[config.mk]
export PLATFORM = sky130hd
export DESIGN_NAME = tile_blitter
export DESIGN_NICKNAME = d
export VERILOG_FILES = /design/src/rtl/tile_blitter.sv
export SDC_FILE = /design/constraint.sdc
export NUM_CORES = 1
export LEC_CHECK = 0
export CAP_MARGIN = 20
export CORE_MARGIN = 5
export CORE_UTILIZATION = 25
export CTS_CLUSTER_SIZE = 24
export DETAILED_ROUTE_END_ITERATION = 7
export DONT_BUFFER_PORTS = 1
export PLACE_DENSITY_LB_ADDON = 0.12
export SLEW_MARGIN = 20
export SYNTH_ARGS = -nofsm -noshare
export SYNTH_HDL_FRONTEND = slang
export SYNTH_SLANG_ARGS = --single-unit
[constraint.sdc]
create_clock -name clk_i -period 4.9 [get_ports clk_i]
set_input_delay 0.98 -clock clk_i [delete_from_list [all_inputs] [get_ports clk_i]]
set_output_delay 0.98 -clock clk_i [all_outputs]
set_load 0.03 [all_outputs]
[src/rtl/tile_blitter.sv]
// Tile blitter: copies one TILE_W x TILE_H RGB tile from byte-wide ROM to a pixel-write port,
// with X/Y flip, colour-key transparency and valid/ready backpressure on the pixel output.
module tile_blitter #(
  parameter int TILE_W  = 8,
  parameter int TILE_H  = 8,
  parameter int COORD_W = 8,
  parameter int IDX_W   = 6,
  parameter int ADDR_W  = 12,
  parameter int CH_W    = 8,
  parameter int ROM_LAT = 1
) (
  input  logic                 clk_i,
  input  logic                 reset_i,
  input  logic                 start_i,
  input  logic [IDX_W-1:0]     tile_idx_i,
  input  logic [COORD_W-1:0]   x_pos_i,
  input  logic [COORD_W-1:0]   y_pos_i,
  input  logic                 flip_x_i,
  input  logic                 flip_y_i,
  input  logic                 key_en_i,
  input  logic [3*CH_W-1:0]    key_rgb_i,
  output logic [ADDR_W-1:0]    rom_addr_o,
  input  logic [CH_W-1:0]      rom_data_i,
  output logic                 pix_valid_o,
  input  logic                 pix_ready_i,
  output logic [COORD_W-1:0]   pix_x_o,
  output logic [COORD_W-1:0]   pix_y_o,
  output logic [3*CH_W-1:0]    pix_rgb_o,
  output logic                 busy_o,
  output logic                 done_o
);

  // state | meaning
  // IDLE  | waiting for start
  // FETCH | issue R,G,B addresses and capture the returning bytes
  // EMIT  | present pixel until accepted (skipped at once if it matches the key)
  // NEXT  | advance col/row, load next pixel's R address
  // DONE  | one-cycle completion pulse
  typedef enum logic [2:0] {S_IDLE, S_FETCH, S_EMIT, S_NEXT, S_DONE} state_t;

  localparam int CW         = $clog2(TILE_W);
  localparam int RW         = $clog2(TILE_H);
  localparam int FC_W       = 3;
  localparam int TILE_BYTES = TILE_W * TILE_H * 3;

  state_t               state_q, state_d;
  logic [IDX_W-1:0]     tile_q, tile_d;
  logic [COORD_W-1:0]   xpos_q, xpos_d, ypos_q, ypos_d;
  logic                 fx_q, fx_d, fy_q, fy_d, ken_q, ken_d;
  logic [3*CH_W-1:0]    key_q, key_d;
  logic [CW-1:0]        col_q, col_d;
  logic [RW-1:0]        row_q, row_d;
  logic [FC_W-1:0]      fcnt_q, fcnt_d;
  logic [ADDR_W-1:0]    addr_q, addr_d;
  logic [CH_W-1:0]      r_q, r_d, g_q, g_d;
  logic [COORD_W-1:0]   px_q, px_d, py_q, py_d;
  logic [3*CH_W-1:0]    rgb_q, rgb_d;

  logic                 key_hit;
  logic                 last_pix;
  logic [CW-1:0]        ncol;
  logic [RW-1:0]        nrow;

  // With power-of-2 dimensions, N-1-i equals the bitwise inverse of i.
  function automatic logic [ADDR_W-1:0] red_addr(input logic [IDX_W-1:0] t,
                                                 input logic fx, input logic fy,
                                                 input logic [CW-1:0] c, input logic [RW-1:0] r);
    logic [CW-1:0] sc;
    logic [RW-1:0] sr;
    logic [31:0]   a;
    sc = fx ? ~c : c;
    sr = fy ? ~r : r;
    a  = 32'(t) * 32'(TILE_BYTES) + (32'(sr) * 32'(TILE_W) + 32'(sc)) * 32'd3;
    return a[ADDR_W-1:0];
  endfunction

  assign key_hit  = ken_q && (rgb_q == key_q);
  assign last_pix = (&col_q) && (&row_q);
  assign ncol     = col_q + CW'(1);
  assign nrow     = (&col_q) ? row_q + RW'(1) : row_q;

  always_comb begin
    state_d = state_q;
    tile_d  = tile_q;
    xpos_d  = xpos_q;
    ypos_d  = ypos_q;
    fx_d    = fx_q;
    fy_d    = fy_q;
    ken_d   = ken_q;
    key_d   = key_q;
    col_d   = col_q;
    row_d   = row_q;
    fcnt_d  = fcnt_q;
    addr_d  = addr_q;
    r_d     = r_q;
    g_d     = g_q;
    px_d    = px_q;
    py_d    = py_q;
    rgb_d   = rgb_q;
    case (state_q)
      S_IDLE: begin
        if (start_i) begin
          tile_d  = tile_idx_i;
          xpos_d  = x_pos_i;
          ypos_d  = y_pos_i;
          fx_d    = flip_x_i;
          fy_d    = flip_y_i;
          ken_d   = key_en_i;
          key_d   = key_rgb_i;
          col_d   = '0;
          row_d   = '0;
          fcnt_d  = '0;
          addr_d  = red_addr(tile_idx_i, flip_x_i, flip_y_i, '0, '0);
          state_d = S_FETCH;
        end
      end
      S_FETCH: begin
        fcnt_d = fcnt_q + FC_W'(1);
        if (fcnt_q < FC_W'(2)) addr_d = addr_q + ADDR_W'(1);
        if (fcnt_q == FC_W'(ROM_LAT)) r_d = rom_data_i;
        if (fcnt_q == FC_W'(ROM_LAT + 1)) g_d = rom_data_i;
        if (fcnt_q == FC_W'(ROM_LAT + 2)) begin
          rgb_d   = {r_q, g_q, rom_data_i};
          px_d    = xpos_q + COORD_W'(col_q);
          py_d    = ypos_q + COORD_W'(row_q);
          fcnt_d  = '0;
          state_d = S_EMIT;
        end
      end
      S_EMIT: begin
        if (key_hit || pix_ready_i) state_d = S_NEXT;
      end
      S_NEXT: begin
        col_d = ncol;
        row_d = nrow;
        if (last_pix) begin
          state_d = S_DONE;
        end else begin
          addr_d  = red_addr(tile_q, fx_q, fy_q, ncol, nrow);
          state_d = S_FETCH;
        end
      end
      S_DONE:  state_d = S_IDLE;
      default: state_d = S_IDLE;
    endcase
  end

  always_ff @(posedge clk_i) begin
    if (reset_i) begin
      state_q <= S_IDLE;
      tile_q  <= '0;
      xpos_q  <= '0;
      ypos_q  <= '0;
      fx_q    <= 1'b0;
      fy_q    <= 1'b0;
      ken_q   <= 1'b0;
      key_q   <= '0;
      col_q   <= '0;
      row_q   <= '0;
      fcnt_q  <= '0;
      addr_q  <= '0;
      r_q     <= '0;
      g_q     <= '0;
      px_q    <= '0;
      py_q    <= '0;
      rgb_q   <= '0;
    end else begin
      state_q <= state_d;
      tile_q  <= tile_d;
      xpos_q  <= xpos_d;
      ypos_q  <= ypos_d;
      fx_q    <= fx_d;
      fy_q    <= fy_d;
      ken_q   <= ken_d;
      key_q   <= key_d;
      col_q   <= col_d;
      row_q   <= row_d;
      fcnt_q  <= fcnt_d;
      addr_q  <= addr_d;
      r_q     <= r_d;
      g_q     <= g_d;
      px_q    <= px_d;
      py_q    <= py_d;
      rgb_q   <= rgb_d;
    end
  end

  assign rom_addr_o  = addr_q;
  assign pix_valid_o = (state_q == S_EMIT) && !key_hit;
  assign pix_x_o     = px_q;
  assign pix_y_o     = py_q;
  assign pix_rgb_o   = rgb_q;
  assign busy_o      = (state_q != S_IDLE);
  assign done_o      = (state_q == S_DONE);

endmodule

==> results of run 1 <==
-- metal layers --
layer	vias up	part of all wire (%)
li1	2766	-
met3	13	6.6
met5	-	0.10
met4	2	0.84
met2	91	44
met1	2463	48
-- registers in the layout (all words and copies together), names as in the netlist, 3 cells and up --
signal / cells
key_q: 24
pix_rgb_o: 24
rom_addr_o: 12
g_q: 8
pix_x_o: 8
pix_y_o: 8
r_q: 8
xpos_q: 8
ypos_q: 8
tile_q: 6
col_q: 3
fcnt_q: 3
row_q: 3
state_q: 3
-- power groups by stage --
stage	sequential (mW)	clock (mW)	combinational (mW)
after floorplan	1.27	0	0.482
after global placement	1.32	0	0.575
after detailed placement	1.32	0	0.576
after CTS	1.30	1.38	0.578
after global routing	1.31	1.42	0.645
final	1.30	1.33	0.564
-- area by class of cell --
class / count / area share [%]
Tap cell: 335 / 5.581
Multi-Input combinational cell: 630 / 50.53
Sequential cell: 129 / 34.39
Inverter: 20 / 0.9997
Timing Repair Buffer: 4 / 0.3999
Clock buffer: 18 / 5.715
Clock inverter: 14 / 2.383
-- worst max-delay path by stage --
stage                       from        endpoint  slack, ps  depth (start not counted)
floorplan               col_q[0]  rom_addr_o[11]       2020                         13
global placement        col_q[0]  rom_addr_o[11]       1670                         12
detailed placement      col_q[0]  rom_addr_o[11]       1610                         12
CTS                 pix_rgb_o[5]     pix_valid_o       1380                          5
global route        pix_rgb_o[5]     pix_valid_o       1200                          5
finish                state_q[1]     pix_valid_o       1420                          2
-- cell families (layout without fill, tap and decap cells) --
kind of cell,Yosys count,in the layout
DFF,129,129
and+or+nand+nor,318,318
AOI/OAI and AO/OA,191,191
adders and majority gates,46,46
muxes,4,4
xor gates and xnor gates,71,71
buffers and inverters,68,56
-- worst max-delay path: stages, from the launching register on --
cell and delay (ps):
dfxtp_1 870, inv_2 250, nor4_2 970
-- cells in the final DEF (no fill, tap or decap), types with 4 or more instances in the layout --
cell       synthesis  routed
nor4_1             6       5
nor3_1             7       7
buf_4              6       4
o21ai_0           17      17
fa_1               5       5
ha_1              41      41
a211oi_1          14      14
nand4_1            5       5
inv_1             19      19
nor2_1            40      40
a221oi_1           4       4
nand2_1          199     198
a21o_1             7       7
clkbuf_16          0      17
nor2b_1            5       5
inv_6              0       4
xnor2_1           34      34
dfxtp_1          129     129
xor2_1            37      37
a21oi_1          119     119
nand3_1           34      34
==> results.md, run 1 <==
- Status: finished clean
- Worst min path class: flip-flop to flip-flop
- Syn_nets: 934
- Die area: 30030 um^2
- Worst r2r dst: rom_addr_o[11]
- Register area: 2582 um^2
- Cts repair resizes: 0
- Post-Synth Simple-Gate Area: 20.80%
- Placed wire-length estimate: 14100 um
- Main synth FF type: dfxtp_1
- Synthesized area: 6666 um^2
- Chip width: 173.3 um
- Top cell type's share of synthesized area: 38.74%
- Worst-path clk slew: 60 ps
- Sw Ratio: 32.71%
- Hold EP: g_q[3]
- Critical path launch point type: flip-flop
- Max-Slew Margin vs Limit: 27.39%
- Num CTS Buffers: 17
- Min-delay src: g_q[3]
- Initial antenna violation count: 1
- Most common cell in the netlist: nand2_1
- Ranking of synthesized cells by area: dfxtp_1 (39%), nand2_1 (11%), a21oi_1 (8.9%), ha_1 (7.7%), xor2_1 (4.9%)
- M2 GR Usage: 19.73%
- Core Util, Final: 28.74%
- Final ANT Viol Nets: 0
- Multi-input logic area: 3795 um^2
- Pwr Total: 3.195 mW
- Synth Instances: 827
- Top post-synthesis cells by count: nand2_1 (199), dfxtp_1 (129), a21oi_1 (119)
- Fin. max-slew vios: 0
- Routed WL: 19650 um
- Share of layout cells above drive strength 1: 6.503%
- Cell Pwr Density: 425.4 nW/um^2
- Initial core utilization: 25.51%
- Synthesized area per cell: 8.061 um^2
- Worst hold stages: 2
- Reg-to-Reg Start: col_q[0]
- Multiplexer area fraction after synthesis: 0.6381%
- Seq pwr share: 40.6%
- Overall routing resource usage: 12.88%
- Grt ovf: 0
- Unrepaired setup endpoints after global routing: false
- Antenna cell count: 0
- Global routing's busiest layer: met2
- Clock Sinks: 129
- Drt first pass iters: 4
- Synth Area in XOR/XNOR: 9.328%
- Post-CTS Hold Buffers: 0
- Yosys warns: 0
- Setup TNS: 0 ps
- Placed cell count: 1118
- Pre-CTS setup slack: 1612 ps
- Clock power frac: 41.7%
- Final hold vios: 0
- Register bit total from synthesis: 129
- H-tree depth: 4
- Met1 Use GR: 17.20%
- P_int: 2.150 mW
- Vias per cell: 4.639
- Crit. End Element: primary output
- Critical Path RT: 3920 ps
- Largest net degree at the start of global routing: 128
- Logic pwr share: 17.7%
- Clk root buf: clkbuf_16
- Kind of critical path: flip-flop to primary output
- Reg2Reg Setup Slack: 1630 ps
- Core area: 26130 um^2
- P_sw: 1.045 mW
- Clk_lat worst skew: 410 ps
- Crit path max fanout: 20
- Final cell count without fillers: 1150
- Pleak: 2.758 nW
- Area growth syn-to-layout: 12.65%
- Met3 usage: 4.820%
- Final GP Congestion: 0.7529
- Minimum clock period: 3483 ps
- Vias: 5335
- Die Ht: 173.3 um
- Slew @ Worst Pin: 1080 ps
- Ys async rst share: 0%
- Final setup viols: 0
- WP data arrival: 2500 ps
- Design area: 7510 um^2
- Max cap viols: 0
- Post-synthesis sequential area ratio: 38.74%
- WL per Instance: 17.08 um
- Nets: 909
- Final Skew: 7.614 ps
- Post-Synth Adder-Cell Area: 9.197%
- Post-synthesis cell type count: 58
- # Post-CTS Setup Buffers: 0
- CTS tree: done
- # DRC: 0
- First-iteration detailed-routing DRC count: 258
- PortBufs: 0
- Worst R2R Path Depth: 12
- Largest family of logic cells by synthesized area: simple AND/OR/NAND/NOR gates
- Wire length of the first global-routing pass: 30600 um
- Post-synth EDFFs: 0
- Longest Clk Path Bufs: 2
- Vias in the first global route: 5204
- Boundary Pins: 116
- PnR worst setup slack: 1417 ps
- Peak Freq: 287.1 MHz
- Final period util: 71.09%
- Rows: 59
- Post-synthesis compound-gate area fraction: 16.80%
- DP Area: 6902 um^2
- Worst VDD drop: 0.0001537 V
- Final-layout fill cell count: 2891
- Largest area contributor in the netlist: dfxtp_1
- Worst hold slack: 454.8 ps
(Power assumes the default switching activity.)
==> run 2: changes to the inputs <==
==> constraint.sdc (replaced) <==
create_clock -name clk_i -period 3.6 [get_ports clk_i]
set_input_delay 0.72 -clock clk_i [delete_from_list [all_inputs] [get_ports clk_i]]
set_output_delay 0.72 -clock clk_i [all_outputs]
set_load 0.03 [all_outputs]
==> run 2 against run 1 <==
Effect of this change:
- design area increased by 0.93%
- first-iteration DRC count rose by 12%
- critical path depth is 10 higher
- clock skew up 5.6 ps
- largest cell class unchanged
- highest routed layer unchanged
==> results.md, run 2 (synthesized netlist as in run 1, its figures left out) <==
- Core area: 26130 um^2 (unchanged)
- Status: finished clean (unchanged)
- Vias: 5378 (was 5335)
- Crit. End Element: flip-flop (was primary output)
- CTS tree: done (unchanged)
- H-tree depth: 4 (unchanged)
- Fin. max-slew vios: 0 (unchanged)
- Rows: 59 (unchanged)
- Max cap viols: 0 (unchanged)
- Num CTS Buffers: 17 (unchanged)
- Final period util: 90.40%
- Pwr Total: 4.355 mW (was 3.195 mW)
- Vias per cell: 4.640 (was 4.639)
- Wire length of the first global-routing pass: 31220 um (was 30600 um)
- Critical path launch point type: flip-flop (unchanged)
- Overall routing resource usage: 13.19% (was 12.88%)
- Worst-path clk slew: 60 ps (about the same)
- Die Ht: 173.3 um (unchanged)
- Setup TNS: 0 ps (unchanged)
- Nets: 918 (was 909)
- First-iteration detailed-routing DRC count: 289 (was 258)
- Cts repair resizes: 0 (unchanged)
- Share of layout cells above drive strength 1: 7.646% (was 6.503%)
- Placed wire-length estimate: 14230 um (was 14100 um)
- Minimum clock period: 3254 ps
- Die area: 30030 um^2 (unchanged)
- Initial antenna violation count: 1 (unchanged)
- Initial core utilization: 25.51% (unchanged)
- Final-layout fill cell count: 2882 (was 2891)
- Worst min path class: input port to flip-flop (was flip-flop to flip-flop)
- Final Skew: 13.26 ps (was 7.614 ps)
- Clock Sinks: 129 (unchanged)
- PortBufs: 0 (unchanged)
- WP data arrival: 3530 ps (was 2500 ps)
- Longest Clk Path Bufs: 2 (unchanged)
- Slew @ Worst Pin: 1036 ps (was 1080 ps)
- Post-CTS Hold Buffers: 0 (unchanged)
- Cell Pwr Density: 574.6 nW/um^2 (was 425.4 nW/um^2)
- Final ANT Viol Nets: 0 (unchanged)
- Boundary Pins: 116 (unchanged)
- Worst VDD drop: 0.0002433 V (was 0.0001537 V)
- Clk root buf: clkbuf_16 (unchanged)
- Grt ovf: 0 (unchanged)
- Final hold vios: 0 (unchanged)
- WL per Instance: 16.87 um (was 17.08 um)
- Critical Path RT: 3870 ps (was 3920 ps)
- Clk_lat worst skew: 430 ps (was 410 ps)
- Largest net degree at the start of global routing: 128 (unchanged)
- Antenna cell count: 0 (unchanged)
- Max-Slew Margin vs Limit: 30.36% (was 27.39%)
- Crit path max fanout: 9 (was 20)
- Most frequent cells in the layout: nand2_1 (198), dfxtp_1 (129), a21oi_1 (119) (unchanged)
- Most common cell after layout, fill and taps aside: nand2_1 (unchanged)
- Routed WL: 19560 um (was 19650 um)
- Peak Freq: 307.3 MHz
- Final GP Congestion: 0.7207 (was 0.7529)
- Vias in the first global route: 5391 (was 5204)
- Pleak: 2.813 nW (was 2.758 nW)
- Chip width: 173.3 um (unchanged)
- Final setup viols: 0 (unchanged)
- Drt first pass iters: 4 (unchanged)
- Kind of critical path: flip-flop to flip-flop (was flip-flop to primary output)
- Area growth syn-to-layout: 13.70% (was 12.65%)
- Core Util, Final: 29.01% (was 28.74%)
- Unrepaired setup endpoints after global routing: false (unchanged)
- # DRC: 0 (unchanged)
- # Post-CTS Setup Buffers: 0 (unchanged)
run 2: layout make-up:
class                           instances  area [um^2]  share of cell area (%)
Tap cell                              335        419.2                   5.530
Clock buffer                           18        439.2                   5.794
Clock inverter                         14        171.4                   2.261
Inverter                               20        75.07                  0.9904
Timing Repair Buffer                   13        97.59                   1.288
Multi-Input combinational cell        630         3795                   50.07
Sequential cell                       129         2582                   34.07
run 2: report_power, final:
part | total [mW] | internal, mW | switching (mW) | leakage, nW
combinational | 0.805 | 0.302 | 0.504 | 1.47
clock | 1.81 | 1.07 | 0.740 | 0.298
sequential | 1.74 | 1.54 | 0.206 | 1.05
total | 4.36 | 2.91 | 1.45 | 2.81
run 2: per-stage QoR:
step | hold slack [ps] | setup WS, ps | area, um^2 | std cells
3_3_place_gp | 444.8 | 382.0 | 6969 | 1127
2_1_floorplan | 432.1 | 722.4 | 6666 | 827
4_1_cts | 348.1 | 322.7 | 7580 | 1159
3_5_place_dp | 444.8 | 339.0 | 6969 | 1127
5_1_grt | 338.5 | 3.729 | 7580 | 1159
6_report | 364.5 | 345.7 | 7580 | 1159
run 2: final timing paths:
kind	cells past startpoint	slack, ps	endpoint	from
setup / recovery	12	350	rom_addr_o[11]	col_q[0]
hold / removal	1	360	key_q[2]	reset_i
setup reg to reg	12	350	rom_addr_o[11]	col_q[0]
hold reg to reg	2	450	pix_rgb_o[17]	r_q[1]
run 2: critical path, cell delays in order (launching register included):
cell       delay [ps]
dfxtp_1           410
ha_1              170
ha_1              350
mux2i_1           260
xnor2_1           180
ha_1              280
ha_1              370
nand3_1           120
o2111ai_1         270
nand4_1           160
xnor2_1           140
a221oi_1          290
a211oi_1          110
run 2: per-layer routing:
metal  track usage (%)  wire, um  vias to the layer above
met5                 0        20                        -
met4             3.592       197                        2
met3             5.649      1484                       12
met2             19.91      8542                      103
met1             17.28      9315                     2468
li1                  -         -                     2793
==> run 3: changes to the inputs <==
--- a/config.mk
+++ b/config.mk
@@ -12,6 +12,7 @@
 export DETAILED_ROUTE_END_ITERATION = 7
 export DONT_BUFFER_PORTS = 1
 export PLACE_DENSITY_LB_ADDON = 0.12
+export RECOVER_POWER = 50
 export SLEW_MARGIN = 20
 export SYNTH_ARGS = -nofsm -noshare
 export SYNTH_HDL_FRONTEND = slang
==> run 3 against run 2 <==
Effect of this change:
- die area unchanged
- via count decreased by 0.22%
- combinational power decreased by 2%
- highest routed layer unchanged
- largest power group unchanged
- non-clock buffer count unchanged
- final cell count unchanged
- total power decreased by 0.41%
- first-iteration DRC count increased by 1.7%
- routed wire length about the same
- utilization decreased by 0.18 points
==> results.md, run 3 (synthesized netlist as in run 1, its figures left out) <==
- Status: finished clean (unchanged)
- Longest Clk Path Bufs: 2 (unchanged)
- H-tree depth: 4 (unchanged)
- Final setup viols: 0 (unchanged)
- First-iteration detailed-routing DRC count: 294 (was 289)
- Global routing's busiest layer: met2 (unchanged)
- Critical path launch point type: flip-flop (unchanged)
- Met3 usage: 5.649% (unchanged)
- CTS tree: done (unchanged)
- Kind of critical path: flip-flop to primary output (was flip-flop to flip-flop)
- Worst VDD drop: 0.0002429 V (was 0.0002433 V)
- Num CTS Buffers: 17 (unchanged)
- Die area: 30030 um^2 (unchanged)
- Vias per cell: 4.630 (was 4.640)
- Cts repair resizes: 0 (unchanged)
- Min-delay src: reset_i (unchanged)
- Antenna cell count: 0 (unchanged)
- Final period util: 91.27% (was 90.40%)
- Max cap viols: 0 (unchanged)
- Worst hold slack: 362.2 ps (was 364.5 ps)
- Final hold vios: 0 (unchanged)
- DP Area: 6969 um^2 (unchanged)
- # Post-CTS Setup Buffers: 0 (unchanged)
- PnR worst setup slack: 314.2 ps (was 345.7 ps)
- Peak Freq: 304.3 MHz (was 307.3 MHz)
- Final cell count without fillers: 1159 (unchanged)
- Fin. max-slew vios: 0 (unchanged)
- Clk_lat worst skew: 430 ps (about the same)
- Met1 Use GR: 17.28% (unchanged)
- Rows: 59 (unchanged)
- Vias in the first global route: 5391 (unchanged)
- Overall routing resource usage: 13.19% (unchanged)
- Area growth syn-to-layout: 13.01% (was 13.70%)
- Placed cell count: 1127 (unchanged)
- Critical Path Start: pix_rgb_o[18] (was col_q[0])
- Worst-path clk slew: 60 ps (about the same)
- Final ANT Viol Nets: 0 (unchanged)
- Boundary Pins: 116 (unchanged)
- Initial core utilization: 25.51% (unchanged)
- Minimum clock period: 3286 ps (was 3254 ps)
- Placed wire-length estimate: 14230 um (unchanged)
- WP data arrival: 2570 ps (was 3530 ps)
- Setup TNS: 0 ps (unchanged)
- Clk root buf: clkbuf_16 (unchanged)
- Core Util, Final: 28.83% (was 29.01%)
- Most frequent cells in the layout: nand2_1 (200), dfxtp_1 (129), a21oi_1 (119) (was nand2_1 (198), dfxtp_1 (129), a21oi_1 (119))
- Unrepaired setup endpoints after global routing: false (unchanged)
- Final-layout fill cell count: 2890 (was 2882)
- Max-Slew Margin vs Limit: 20.31% (was 30.36%)
- Clock Sinks: 129 (unchanged)
- Crit. End Element: primary output (was flip-flop)
- Nets: 918 (unchanged)
- Design area: 7533 um^2 (was 7580 um^2)
- Pre-CTS setup slack: 339.0 ps (unchanged)
- Core area: 26130 um^2 (unchanged)
- Die Ht: 173.3 um (unchanged)
- Vias: 5366 (was 5378)
- Drt first pass iters: 4 (unchanged)
- Pleak: 2.785 nW (was 2.813 nW)
- Most common cell after layout, fill and taps aside: nand2_1 (unchanged)
- PortBufs: 0 (unchanged)
- # DRC: 0 (unchanged)
- Share of layout cells above drive strength 1: 6.675% (was 7.646%)
- Post-CTS Hold Buffers: 0 (unchanged)
- M2 GR Usage: 19.91% (unchanged)
- WL per Instance: 16.86 um (was 16.87 um)
- Cell Pwr Density: 575.8 nW/um^2 (was 574.6 nW/um^2)
- Wire length of the first global-routing pass: 31220 um (unchanged)
- Chip width: 173.3 um (unchanged)
- Pwr Total: 4.338 mW (was 4.355 mW)
- Routed WL: 19540 um (was 19560 um)
- Grt ovf: 0 (unchanged)
- Final Skew: 13.05 ps (was 13.26 ps)
- Slew @ Worst Pin: 1195 ps (was 1036 ps)
- Largest net degree at the start of global routing: 128 (unchanged)
- Worst min path class: input port to flip-flop (unchanged)
- Crit path max fanout: 3 (was 9)
- Reg-to-Reg Start: col_q[0] (unchanged)
- Final GP Congestion: 0.7207 (unchanged)
- Critical Path RT: 2880 ps (was 3870 ps)
- Initial antenna violation count: 1 (unchanged)
run 3: changes by cell type in the layout (fill, tap and decap cells not counted), sizes merged:
cell	delta
buf	-6
clkbuf	+6
run 3: final timing paths:
| check | end | slack, ps | depth (start not counted) |
|---|---|---|---|
| max | pix_valid_o | 310 | 7 |
| min | key_q[2] | 360 | 1 |
| max reg2reg | rom_addr_o[11] | 320 | 12 |
| min reg2reg | pix_rgb_o[17] | 450 | 2 |
run 3: area by class of cell:
type	count	area, um^2	share of cell area (%)
repair buffers	13	76.32	1.013
clock inverters	14	171.4	2.275
well taps	335	419.2	5.564
flip-flops and latches	129	2582	34.28
inverters	20	75.07	0.9965
multi-input cells	630	3770	50.04
clock buffers	18	439.2	5.830
run 3: power breakdown:
group / switching (mW) / internal [mW]
combinational: 0.496 / 0.289
sequential: 0.205 / 1.54
clock: 0.742 / 1.07
total: 1.44 / 2.89
run 3: worst max-delay path, stage by stage, from the launching register on:
cell and delay, ps:
dfxtp_1 300, clkbuf_1 400, xor2_1 270, nor4_1 80
buf_4 160, nand3_1 70, nor4_1 80, nor4_2 780
run 3: per-layer routing:
layer	share of wire, %	vias up	wire length (um)
met5	0.10	-	20
li1	-	2790	-
met3	7.7	15	1497
met4	1.1	2	214
met2	44	99	8503
met1	48	2460	9308
